$ cat config.mk
export PLATFORM = sky130hd
export DESIGN_NAME = ramen_order_arb_flat
export DESIGN_NICKNAME = d
export VERILOG_FILES = /design/src/rtl/ramen_order_arb_if.sv /design/src/rtl/ramen_order_arb.sv /design/src/flat_wrapper.sv
export SDC_FILE = /design/constraint.sdc
export NUM_CORES = 1
export LEC_CHECK = 0
export ABC_AREA = 1
export CORE_ASPECT_RATIO = 0.5
export CORE_UTILIZATION = 41
export CTS_BUF_LIST = sky130_fd_sc_hd__clkbuf_16
export DETAILED_ROUTE_END_ITERATION = 10
export PLACE_DENSITY = 0.83
export RECOVER_POWER = 100
export SETUP_SLACK_MARGIN = 0.05
export SLEW_MARGIN = 20
export SYNTH_ARGS = -nofsm -noshare
export SYNTH_HDL_FRONTEND = slang
export SYNTH_SLANG_ARGS = --single-unit
$ cat constraint.sdc
create_clock -name clk -period 1.7 [get_ports clk]
set_input_delay 0.51 -clock clk [delete_from_list [all_inputs] [get_ports clk]]
set_output_delay 0.51 -clock clk [all_outputs]
set_load 0.01 [all_outputs]
$ cat src/rtl/ramen_order_arb_if.sv
// ramen_order_arb_if
// Kiosk-side bus of the ramen order arbiter. It bundles the four kiosks'
// request, order and response signals.
//   req          [3:0]  per-kiosk order request, held until that kiosk's gnt bit pulses
//   req_type     [7:0]  kiosk i ramen type at bits [2i+1:2i]
//   req_portion  [3:0]  kiosk i portion at bit i
//   gnt          [3:0]  one-hot one-cycle pulse marking the accepted kiosk
//   resp_valid   [3:0]  one-hot one-cycle pulse returning the result to the owner
//   resp_success        order result, meaningful only while resp_valid is non-zero
// Modports: master = kiosk side, slave = arbiter side.
interface ramen_order_arb_if;
    logic [3:0] req;
    logic [7:0] req_type;
    logic [3:0] req_portion;
    logic [3:0] gnt;
    logic [3:0] resp_valid;
    logic       resp_success;

    modport master (
        output req, req_type, req_portion,
        input  gnt, resp_valid, resp_success
    );

    modport slave (
        input  req, req_type, req_portion,
        output gnt, resp_valid, resp_success
    );
endinterface

$ cat src/rtl/ramen_order_arb.sv
// ramen_order_arb
// Round-robin arbiter that lets four kiosks share one kitchen. A granted
// order is sent to the kitchen over two cycles (type, then portion), the
// kitchen's answer is returned to the owning kiosk, and a manager close
// request makes the next order also collect the session totals.
// A watchdog gives up on a silent kitchen after eight waiting cycles.
// Ports:
//   clk, rst_n           clock, asynchronous active-low reset
//   kiosk                kiosk bus (ramen_order_arb_if.slave)
//   close_req            one-cycle manager pulse ending the selling session
//   close_done           one-cycle pulse when totals are captured
//   tot_sold, tot_gain   captured totals, held until the next close_done
//   err                  one-cycle watchdog timeout pulse
//   k_in_valid, k_ramen_type, k_portion, k_selling   to the kitchen
//   k_out_valid_order, k_success, k_out_valid_tot,
//   k_sold_num, k_total_gain                        from the kitchen
module ramen_order_arb (
    input  logic        clk,
    input  logic        rst_n,
    ramen_order_arb_if.slave kiosk,
    input  logic        close_req,
    output logic        close_done,
    output logic [27:0] tot_sold,
    output logic [14:0] tot_gain,
    output logic        err,
    output logic        k_in_valid,
    output logic [1:0]  k_ramen_type,
    output logic        k_portion,
    output logic        k_selling,
    input  logic        k_out_valid_order,
    input  logic        k_success,
    input  logic        k_out_valid_tot,
    input  logic [27:0] k_sold_num,
    input  logic [14:0] k_total_gain
);

    typedef enum logic [2:0] {IDLE, SEND1, SEND2, WAIT_ORD, WAIT_TOT} state_t;

    state_t     state;
    state_t     next_state;
    logic [1:0] rr_ptr;
    logic       close_pending;
    logic [3:0] wdog;
    logic [1:0] owner;
    logic [1:0] lat_type;
    logic       lat_portion;
    logic       lat_close;

    logic       grant_found;
    logic [1:0] grant_idx;
    logic [1:0] cand;
    logic       close_flag;
    logic       wdog_expired;

    // A close request arriving in the same cycle as a grant still belongs
    // to that order.
    assign close_flag   = close_pending | close_req;
    // wdog counts completed waiting cycles, so 7 marks the eighth one.
    assign wdog_expired = (wdog == 4'd7);

    // Round-robin search starting at rr_ptr. Arbitration only happens in
    // IDLE, when no kiosk owns the kitchen, so an owner's req is never seen.
    always_comb begin
        grant_found = 1'b0;
        grant_idx   = rr_ptr;
        cand        = rr_ptr;
        for (int k = 0; k < 4; k++) begin
            cand = rr_ptr + 2'(k);
            if (!grant_found && kiosk.req[cand]) begin
                grant_found = 1'b1;
                grant_idx   = cand;
            end
        end
    end

    always_ff @(posedge clk or negedge rst_n) begin
        if (!rst_n) begin
            state <= IDLE;
        end else begin
            state <= next_state;
        end
    end

    always_comb begin
        next_state = state;
        case (state)
            IDLE:     if (grant_found) next_state = SEND1;
            SEND1:    next_state = SEND2;
            SEND2:    next_state = WAIT_ORD;
            WAIT_ORD: begin
                if (k_out_valid_order) begin
                    next_state = lat_close ? WAIT_TOT : IDLE;
                end else if (wdog_expired) begin
                    next_state = IDLE;
                end
            end
            WAIT_TOT: if (k_out_valid_tot || wdog_expired) next_state = IDLE;
            default:  next_state = IDLE;
        endcase
    end

    // Datapath and registered outputs. Every output is computed from the
    // current state, so it becomes visible one cycle after that state is
    // entered; pulses default to 0 and k_selling defaults to 1.
    always_ff @(posedge clk or negedge rst_n) begin
        if (!rst_n) begin
            rr_ptr             <= 2'd0;
            close_pending      <= 1'b0;
            wdog               <= 4'd0;
            owner              <= 2'd0;
            lat_type           <= 2'd0;
            lat_portion        <= 1'b0;
            lat_close          <= 1'b0;
            kiosk.gnt          <= 4'd0;
            kiosk.resp_valid   <= 4'd0;
            kiosk.resp_success <= 1'b0;
            close_done         <= 1'b0;
            tot_sold           <= 28'd0;
            tot_gain           <= 15'd0;
            err                <= 1'b0;
            k_in_valid         <= 1'b0;
            k_ramen_type       <= 2'd0;
            k_portion          <= 1'b0;
            k_selling          <= 1'b1;
        end else begin
            kiosk.gnt          <= 4'd0;
            kiosk.resp_valid   <= 4'd0;
            kiosk.resp_success <= 1'b0;
            close_done         <= 1'b0;
            err                <= 1'b0;
            k_in_valid         <= 1'b0;
            k_ramen_type       <= 2'd0;
            k_portion          <= 1'b0;
            k_selling          <= 1'b1;

            // Set here; a completed close below overrides it in the same cycle.
            if (close_req) close_pending <= 1'b1;

            case (state)
                IDLE: begin
                    if (grant_found) begin
                        kiosk.gnt   <= 4'b0001 << grant_idx;
                        owner       <= grant_idx;
                        lat_type    <= kiosk.req_type[{grant_idx, 1'b0} +: 2];
                        lat_portion <= kiosk.req_portion[grant_idx];
                        lat_close   <= close_flag;
                        rr_ptr      <= grant_idx + 2'd1;
                    end
                end
                SEND1: begin
                    k_in_valid   <= 1'b1;
                    k_ramen_type <= lat_type;
                    k_selling    <= ~lat_close;
                end
                SEND2: begin
                    k_in_valid <= 1'b1;
                    k_portion  <= lat_portion;
                    k_selling  <= ~lat_close;
                    wdog       <= 4'd0;
                end
                WAIT_ORD: begin
                    k_selling <= ~lat_close;
                    if (k_out_valid_order) begin
                        kiosk.resp_valid   <= 4'b0001 << owner;
                        kiosk.resp_success <= k_success;
                        wdog               <= 4'd0;
                    end else if (wdog_expired) begin
                        // The owner gets a failed result; a pending close waits
                        // for the next order.
                        err              <= 1'b1;
                        kiosk.resp_valid <= 4'b0001 << owner;
                    end else begin
                        wdog <= wdog + 4'd1;
                    end
                end
                WAIT_TOT: begin
                    if (k_out_valid_tot) begin
                        tot_sold      <= k_sold_num;
                        tot_gain      <= k_total_gain;
                        close_done    <= 1'b1;
                        close_pending <= 1'b0;
                    end else if (wdog_expired) begin
                        tot_sold      <= 28'd0;
                        tot_gain      <= 15'd0;
                        close_done    <= 1'b1;
                        err           <= 1'b1;
                        close_pending <= 1'b0;
                    end else begin
                        wdog <= wdog + 4'd1;
                    end
                end
                default: ;
            endcase
        end
    end

endmodule

$ cat src/flat_wrapper.sv
// flat-port wrapper written by rule: the top's interface ports become plain ports
module ramen_order_arb_flat 
  (clk, rst_n, close_req, close_done, tot_sold, tot_gain, err, k_in_valid, k_ramen_type, k_portion, k_selling, k_out_valid_order, k_success, k_out_valid_tot, k_sold_num, k_total_gain, kiosk_req, kiosk_req_type, kiosk_req_portion, kiosk_gnt, kiosk_resp_valid, kiosk_resp_success);
  ramen_order_arb_if kiosk_i ();
  input  logic clk;
  input  logic rst_n;
  input  logic close_req;
  output logic close_done;
  output logic [27:0] tot_sold;
  output logic [14:0] tot_gain;
  output logic err;
  output logic k_in_valid;
  output logic [1:0] k_ramen_type;
  output logic k_portion;
  output logic k_selling;
  input  logic k_out_valid_order;
  input  logic k_success;
  input  logic k_out_valid_tot;
  input  logic [27:0] k_sold_num;
  input  logic [14:0] k_total_gain;
  input wire logic [$bits(kiosk_i.req)-1:0] kiosk_req;
  input wire logic [$bits(kiosk_i.req_type)-1:0] kiosk_req_type;
  input wire logic [$bits(kiosk_i.req_portion)-1:0] kiosk_req_portion;
  output wire logic [$bits(kiosk_i.gnt)-1:0] kiosk_gnt;
  output wire logic [$bits(kiosk_i.resp_valid)-1:0] kiosk_resp_valid;
  output wire logic [$bits(kiosk_i.resp_success)-1:0] kiosk_resp_success;
  assign kiosk_i.req = kiosk_req;
  assign kiosk_i.req_type = kiosk_req_type;
  assign kiosk_i.req_portion = kiosk_req_portion;
  assign kiosk_gnt = kiosk_i.gnt;
  assign kiosk_resp_valid = kiosk_i.resp_valid;
  assign kiosk_resp_success = kiosk_i.resp_success;
  ramen_order_arb u_core (.clk(clk), .rst_n(rst_n), .kiosk(kiosk_i), .close_req(close_req), .close_done(close_done), .tot_sold(tot_sold), .tot_gain(tot_gain), .err(err), .k_in_valid(k_in_valid), .k_ramen_type(k_ramen_type), .k_portion(k_portion), .k_selling(k_selling), .k_out_valid_order(k_out_valid_order), .k_success(k_success), .k_out_valid_tot(k_out_valid_tot), .k_sold_num(k_sold_num), .k_total_gain(k_total_gain));
endmodule
==> flow_summary.json, run 1 <==
{
  "status": "finished with violations",
  "violations": "setup timing",
  "dieArea_sq_um": 9130,
  "ys_types": 31,
  "critPathLaunch": "u_core.rr_ptr[0]",
  "cpMaxStageDelayCell": "dfrtp_2",
  "ios": 124,
  "drt_pass1_iterations": 5,
  "fin_util": 0.670,
  "tns_ns": -1.41,
  "nNetsFinal": 650,
  "final_antenna_net_count": 0,
  "final.period_utilization": 1.10,
  "gp_congestion": 0.842,
  "h-tree-depth": 3,
  "antenna_found_initial": 0,
  "r2r-end": "u_core.rr_ptr[1]",
  "fill_cells": 669,
  "drv_slew": 0,
  "grt_first_pass_wirelength_mm": 15.9,
  "ff_latch_area_sq_um": 1880,
  "reg2regPathDepth": 13,
  "io_buffers": 123,
  "hp-class": "in2async",
  "powerDensity_nw_per_um2": 1750,
  "first_global_vias": 3363,
  "synthesis.nets": 496,
  "ir_drop_mv": 1.27,
  "synth_area_leaders": "dfrtp_1 52%, nand2_1 12%, nand3_1 10%",
  "max_freq_mhz": 537,
  "dpl-instance-area_sq_um": 5060,
  "max_stage_delay_ns": 0.43,
  "netlist.area_leader.share": 0.517,
  "timing_hold_violations_final": 0,
  "clockPowerShare": 0.222,
  "num_antenna_cells": 0,
  "async_flop_share": 1.00,
  "wl_per_cell_um": 14.6,
  "drt-total-wl_mm": 10.2,
  "area_growth_pct": 53.9,
  "grt_usage": 0.223,
  "postCtsHoldBufs": 0,
  "cts_root_buffer": "clkbuf_16",
  "syn_area_sq_um": 3580,
  "drive_above_1_share": 0.177,
  "hold_slack_ns": 0.421,
  "yosysSeqAreaShare": 0.525,
  "yosys_warnings": 0,
  "synth_edf_count": 0,
  "slew_headroom": 0.189,
  "worst_pin_slew_ns": 1.22,
  "cts_tree": "done",
  "intPower_w": 0.00587,
  "drt_iter0_markers": 156,
  "finalInstanceArea_sq_um": 5510,
  "ys_ff_latch": 75,
  "start_util": 0.435,
  "p_sw_frac": 0.391,
  "critPathRequiredTime_ns": 1.90,
  "power_w": 0.00964,
  "cts_buffers": 9,
  "avgSynthCellArea_sq_um": 8.32,
  "rrSetupSlack_ns": -0.16,
  "clock-sinks": 75,
  "grt_max_degree": 45,
  "synth.largest_area_cell": "dfrtp_1",
  "num_vias": 3573,
  "drcViolationCount": 0,
  "core_area_sq_um": 8230,
  "worstPathCellList": "clkinv_4, buf_6, nand2_2, nand2_2, nand2_2, nand2_4, nor2_4, nand2_2, o21ai_4, buf_4, inv_4, nand3_2, o211ai_1",
  "multi_input_area_sq_um": 1580,
  "power.switching_w": 0.00376,
  "endpoint": "u_core.rr_ptr[1]",
  "seq_power_share": 0.291,
  "finalSetupViolCount": 12,
  "cap_violations": 0,
  "clk_pin_slew_ns": 0.06,
  "post-route-min-period_ns": 1.86,
  "rsz0062_at_grt": "yes",
  "layout_setup_ws_ns": -0.163,
  "die_w_um": 134,
  "dp_hpwl_mm": 6.75,
  "path_max_fanout": 6,
  "netlist_instances": 430,
  "clk_latency_ns": 0.33,
  "rows": 23,
  "start_kind": "flop",
  "clock_skew_ns": 0.00831,
  "grt.overflow.total": 0,
  "power_leakage_nw": 2.92,
  "cp-end-kind": "flop",
  "synth_ff_type": "dfrtp_1",
  "path_class": "reg2reg",
  "crit_top_cell": "nand2_2",
  "die_y_um": 68.1,
  "arrival_ns": 2.06,
  "combPwrFrac": 0.487,
  "viasPerCell": 5.10,
  "cts_max_path_buffers": 2,
  "worstReg2RegStart": "u_core.rr_ptr[0]"
}
-- synthesized netlist by cell type, types with 2 or more instances --
cell      number
nand2_1      119
nand3_1       75
dfrtp_1       74
o21ai_0       51
inv_1         23
nor2_1        20
clkbuf_1      18
nand2_2        9
a21oi_1        5
nand2_4        5
nor4_1         4
nand3b_1       3
buf_6          2
inv_2          2
inv_4          2
nand3_2        2
nor2_4         2
-- layer usage --
layer	wire length, um	GRT usage
met1	4390	0.277
met2	5130	0.406
met3	545	0.0422
met4	167	0.0674
met5	0	0
-- layout by cell type (no fill, tap or decap), types with 3 or more instances in the layout --
cell,n
nand2_4,8
a21oi_1,5
nand2_1,103
buf_4,27
nor4_1,4
buf_6,5
dlygate4sd2_1,63
clkbuf_16,9
inv_1,23
nand3_2,4
bufinv_16,3
clkbuf_2,4
dfrtp_1,73
o21ai_0,51
nor2_1,18
nand3b_1,3
nand3_1,73
clkbuf_4,3
nand2_2,22
clkdlybuf4s50_1,58
-- worst max-delay path: cells and delay by family (launching register included) --
kind	cells	cell delay, ns
compound gates	2	0.30
buf+inv	4	0.44
flops	1	0.43
simple gates	7	0.58
-- power groups by stage --
stage / combinational, W / sequential (W) / clock [W]
after detailed placement: 0.00437 / 0.00283 / 0
after global routing: 0.00517 / 0.00289 / 0.00225
after floorplan: 0.00225 / 0.00303 / 0
after CTS: 0.00441 / 0.00281 / 0.00217
final: 0.00469 / 0.00281 / 0.00214
after global placement: 0.00427 / 0.00281 / 0
-- cell type report --
cell class	count	share of cell area
clock inverters	7	0.0211
flip-flops and latches	75	0.341
repair buffers	163	0.262
clock buffers	9	0.0409
inverters	28	0.0209
well taps	112	0.0254
multi-input cells	306	0.287
repair inverters	1	0.00136
-- how the worst min path moves through the flow --
stage | startpoint | endpoint | slack, ns
2_1_floorplan | rst_n | u_core.close_done | 0.21
3_3_place_gp | rst_n | u_core.kiosk.resp_valid[0] | 0.42
3_5_place_dp | rst_n | u_core.kiosk.resp_valid[0] | 0.43
4_1_cts | rst_n | u_core.kiosk.resp_valid[0] | 0.08
5_1_grt | u_core.lat_close | u_core.k_selling | 0.51
6_report | rst_n | u_core.kiosk.resp_valid[0] | 0.42
-- through the flow --
step	std cells	worst slack, ns
floorplan	430	0.0831
global placement	670	-0.415
detailed placement	670	-0.463
CTS	694	-0.0941
global route	701	-0.274
finish	701	-0.163
-- sequential cells by signal, indices dropped and copies added, names as in the netlist --
register	flops
u_core.tot_sold	28
u_core.tot_gain	15
u_core.kiosk.gnt	4
u_core.kiosk.resp_valid	4
u_core.wdog	4
u_core.state	3
u_core.k_ramen_type	2
u_core.lat_type	2
u_core.owner	2
u_core.rr_ptr	2
u_core.close_done	1
u_core.close_pending	1
u_core.err	1
u_core.k_in_valid	1
u_core.k_portion	1
u_core.k_selling	1
u_core.kiosk.resp_success	1
u_core.lat_close	1
u_core.lat_portion	1
-- logic make-up after synthesis --
logic type	count (synthesis)	share of synthesized area
compound gates	61	0.0916
xor+xnor	1	0.00245
fa+ha+maj	1	0.00349
buf+inv	49	0.0580
flops	75	0.525
simple gates	243	0.320
-- timing repair --
item                       in CTS  in global routing
cloned                          1                  0
setup endpoints to repair      72                 15
buffers inserted                7                  7
resized for setup              84                 15
pin swaps                      14                  5
Power figures use the tool's default switching activity.
==> run 2: changes to the inputs <==
--- a/config.mk
+++ b/config.mk
@@ -9,6 +9,7 @@
 export CORE_ASPECT_RATIO = 0.5
 export CORE_UTILIZATION = 41
 export CTS_BUF_LIST = sky130_fd_sc_hd__clkbuf_16
+export CTS_CLUSTER_SIZE = 30
 export DETAILED_ROUTE_END_ITERATION = 10
 export PLACE_DENSITY = 0.83
 export RECOVER_POWER = 100
==> results of run 2 <==
The final DEF is identical to that of run 1; final timing and power are the same.
==> run 3: changes to the inputs <==
--- a/config.mk
+++ b/config.mk
@@ -7,11 +7,12 @@
 export LEC_CHECK = 0
 export ABC_AREA = 1
 export CORE_ASPECT_RATIO = 0.5
-export CORE_UTILIZATION = 41
+export CORE_UTILIZATION = 45
 export CTS_BUF_LIST = sky130_fd_sc_hd__clkbuf_16
 export CTS_CLUSTER_SIZE = 30
 export DETAILED_ROUTE_END_ITERATION = 10
-export PLACE_DENSITY = 0.83
+export GPL_TIMING_DRIVEN = 0
+export PLACE_DENSITY = 0.86
 export RECOVER_POWER = 100
 export SETUP_SLACK_MARGIN = 0.05
 export SLEW_MARGIN = 20
==> constraint.sdc (replaced) <==
create_clock -name clk -period 1.8 [get_ports clk]
set_input_delay 0.54 -clock clk [delete_from_list [all_inputs] [get_ports clk]]
set_output_delay 0.54 -clock clk [all_outputs]
set_load 0.01 [all_outputs]
==> run 3 against run 2 <==
The run still ends with setup timing left. Die area decreased by 8.7%. Hold slack worse by 0.11 ns. Combinational power increased by 3%. Worst setup slack improved by 0.087 ns. Clock power shrank 17%. Wire length is 11% higher. Largest cell class unchanged.
==> flow_summary.json, run 3 (synthesis gave the netlist of run 1 again) <==
{
  "grt.overflow.total": 0,
  "clk_pin_slew_ns": 0.06,
  "drv_slew": 0,
  "top_regs": "u_core.tot_sold x28, u_core.tot_gain x15",
  "grt_first_pass_wirelength_mm": 15.9,
  "num_antenna_cells": 0,
  "core_area_sq_um": 7510,
  "dieArea_sq_um": 8340,
  "clock_skew_ns": 0.00573,
  "drcViolationCount": 0,
  "gp_congestion": 0.830,
  "arrival_ns": 2.10,
  "worst_pin_slew_ns": 0.858,
  "ios": 124,
  "start_util": 0.476,
  "cts_max_path_buffers": 2,
  "max_freq_mhz": 533,
  "violations": "setup timing",
  "layout_setup_ws_ns": -0.0767,
  "cap_violations": 0,
  "regMostFlops": "u_core.tot_sold",
  "cts_tree": "done",
  "timing_hold_violations_final": 0,
  "start_kind": "flop",
  "num_vias": 3751,
  "post-route-min-period_ns": 1.88,
  "rows": 22,
  "power_w": 0.00926,
  "clock-sinks": 75,
  "power_leakage_nw": 2.74,
  "largest_reg_flops": 28,
  "first_global_vias": 3425,
  "die_w_um": 128,
  "ir_drop_mv": 1.20,
  "slew_headroom": 0.428,
  "dpl-instance-area_sq_um": 4950,
  "mostFrequentLayoutCell": "nand2_1",
  "clk_latency_ns": 0.33,
  "dp_hpwl_mm": 6.63,
  "cts_buffers": 9,
  "hp-class": "in2async",
  "rsz0062_at_grt": "yes",
  "path_class": "reg2reg",
  "final.period_utilization": 1.04,
  "grt_usage": 0.245,
  "path_max_fanout": 8,
  "drt-total-wl_mm": 11.3,
  "finalSetupViolCount": 8,
  "tns_ns": -0.314,
  "grt_max_degree": 41,
  "powerDensity_nw_per_um2": 1660,
  "most-common-layout-cells": "104 x nand2_1, 72 x dfrtp_1, 66 x nand3_1",
  "nNetsFinal": 657,
  "drt_pass1_iterations": 5,
  "fill_cells": 530,
  "h-tree-depth": 3,
  "dp_worst_setup_slack_ns": -0.428,
  "final_antenna_net_count": 0,
  "antenna_found_initial": 0,
  "io_buffers": 122,
  "wl_per_cell_um": 16.1,
  "critPathRequiredTime_ns": 2.02,
  "cp-end-kind": "flop",
  "postCtsHoldBufs": 0,
  "drt_iter0_markers": 263,
  "status": "finished with violations",
  "finalInstanceArea_sq_um": 5580,
  "rrSetupSlack_ns": -0.08,
  "area_growth_pct": 55.8,
  "cts_root_buffer": "clkbuf_16",
  "die_y_um": 65.1,
  "drive_above_1_share": 0.196,
  "hold_slack_ns": 0.313,
  "viasPerCell": 5.33
}
## run 3: cell types whose count changed in the layout (fill, tap and decap cells not counted), sizes merged, moves of 4 or more
| cell | delta |
|---|---|
| inv | +4 |
| clkdlybuf4s25 | +29 |
| clkbuf | +14 |
| dlygate4sd2 | -38 |
| buf | -5 |
| clkdlybuf4s50 | +6 |
## run 3: area by class of cell
cell class / instances / area [sq um] / area share
Timing Repair Buffer: 149 / 1400 / 0.250
Clock inverter: 7 / 76.3 / 0.0137
Timing Repair inverter: 1 / 7.51 / 0.00135
Tap cell: 108 / 135 / 0.0242
Sequential cell: 75 / 1880 / 0.337
Multi-Input combinational cell: 306 / 1620 / 0.291
Clock buffer: 9 / 225 / 0.0404
Buffer: 21 / 116 / 0.0209
Inverter: 28 / 118 / 0.0211
## run 3: layer usage
metal	routed length [um]	track usage	vias up
met2	5910	0.456	176
li1	-	-	1747
met4	425	0.0882	0
met5	0	0	-
met1	4410	0.288	1785
met3	588	0.0396	43
## run 3: per-stage QoR
| stage | instances | util |
|---|---|---|
| 2_1_floorplan | 430 | - |
| 6_report | 704 | 0.742 |
| 5_1_grt | 704 | 0.742 |
| 3_5_place_dp | 661 | 0.659 |
| 4_1_cts | 691 | 0.724 |
| 3_3_place_gp | 660 | 0.657 |
## run 3: critical path, stage by stage, from the launching register on
cell     delay (ns)
dfrtp_2        0.45
inv_4          0.10
buf_8          0.13
nand2_1        0.06
nand2_1        0.05
nand2_1        0.09
nand2_2        0.13
nand3_2        0.12
buf_4          0.15
nand2_1        0.09
nand3_2        0.08
nand2_2        0.11
nand2_1        0.06
nand3_1        0.08
nand2_1        0.06
## run 3: path summary, 6_finish.rpt
path,startpoint,to,cells past startpoint
worst max-delay path,u_core.rr_ptr[0],u_core.lat_portion,14
worst min-delay path,rst_n,u_core.kiosk.gnt[0],1
worst max register to register,u_core.rr_ptr[0],u_core.lat_portion,14
worst min register to register,u_core.tot_sold[16],u_core.tot_sold[16],2
max in group asynchronous,rst_n,u_core.tot_sold[12],2
min in group clk,u_core.tot_sold[16],u_core.tot_sold[16],2
## run 3: what timing repair did
action	CTS	global route
pin swaps	13	15
cloned	1	0
setup endpoints to repair	82	86
gates resized for setup	56	79
setup buffers	13	13
## run 3: where the power goes
part	internal [W]	switching [W]	total [W]	leakage (nW)
logic	0.00204	0.00277	0.00481	1.62
registers	0.00232	0.000351	0.00267	0.984
clock network	0.00108	0.000697	0.00178	0.142
total	0.00544	0.00382	0.00926	2.74
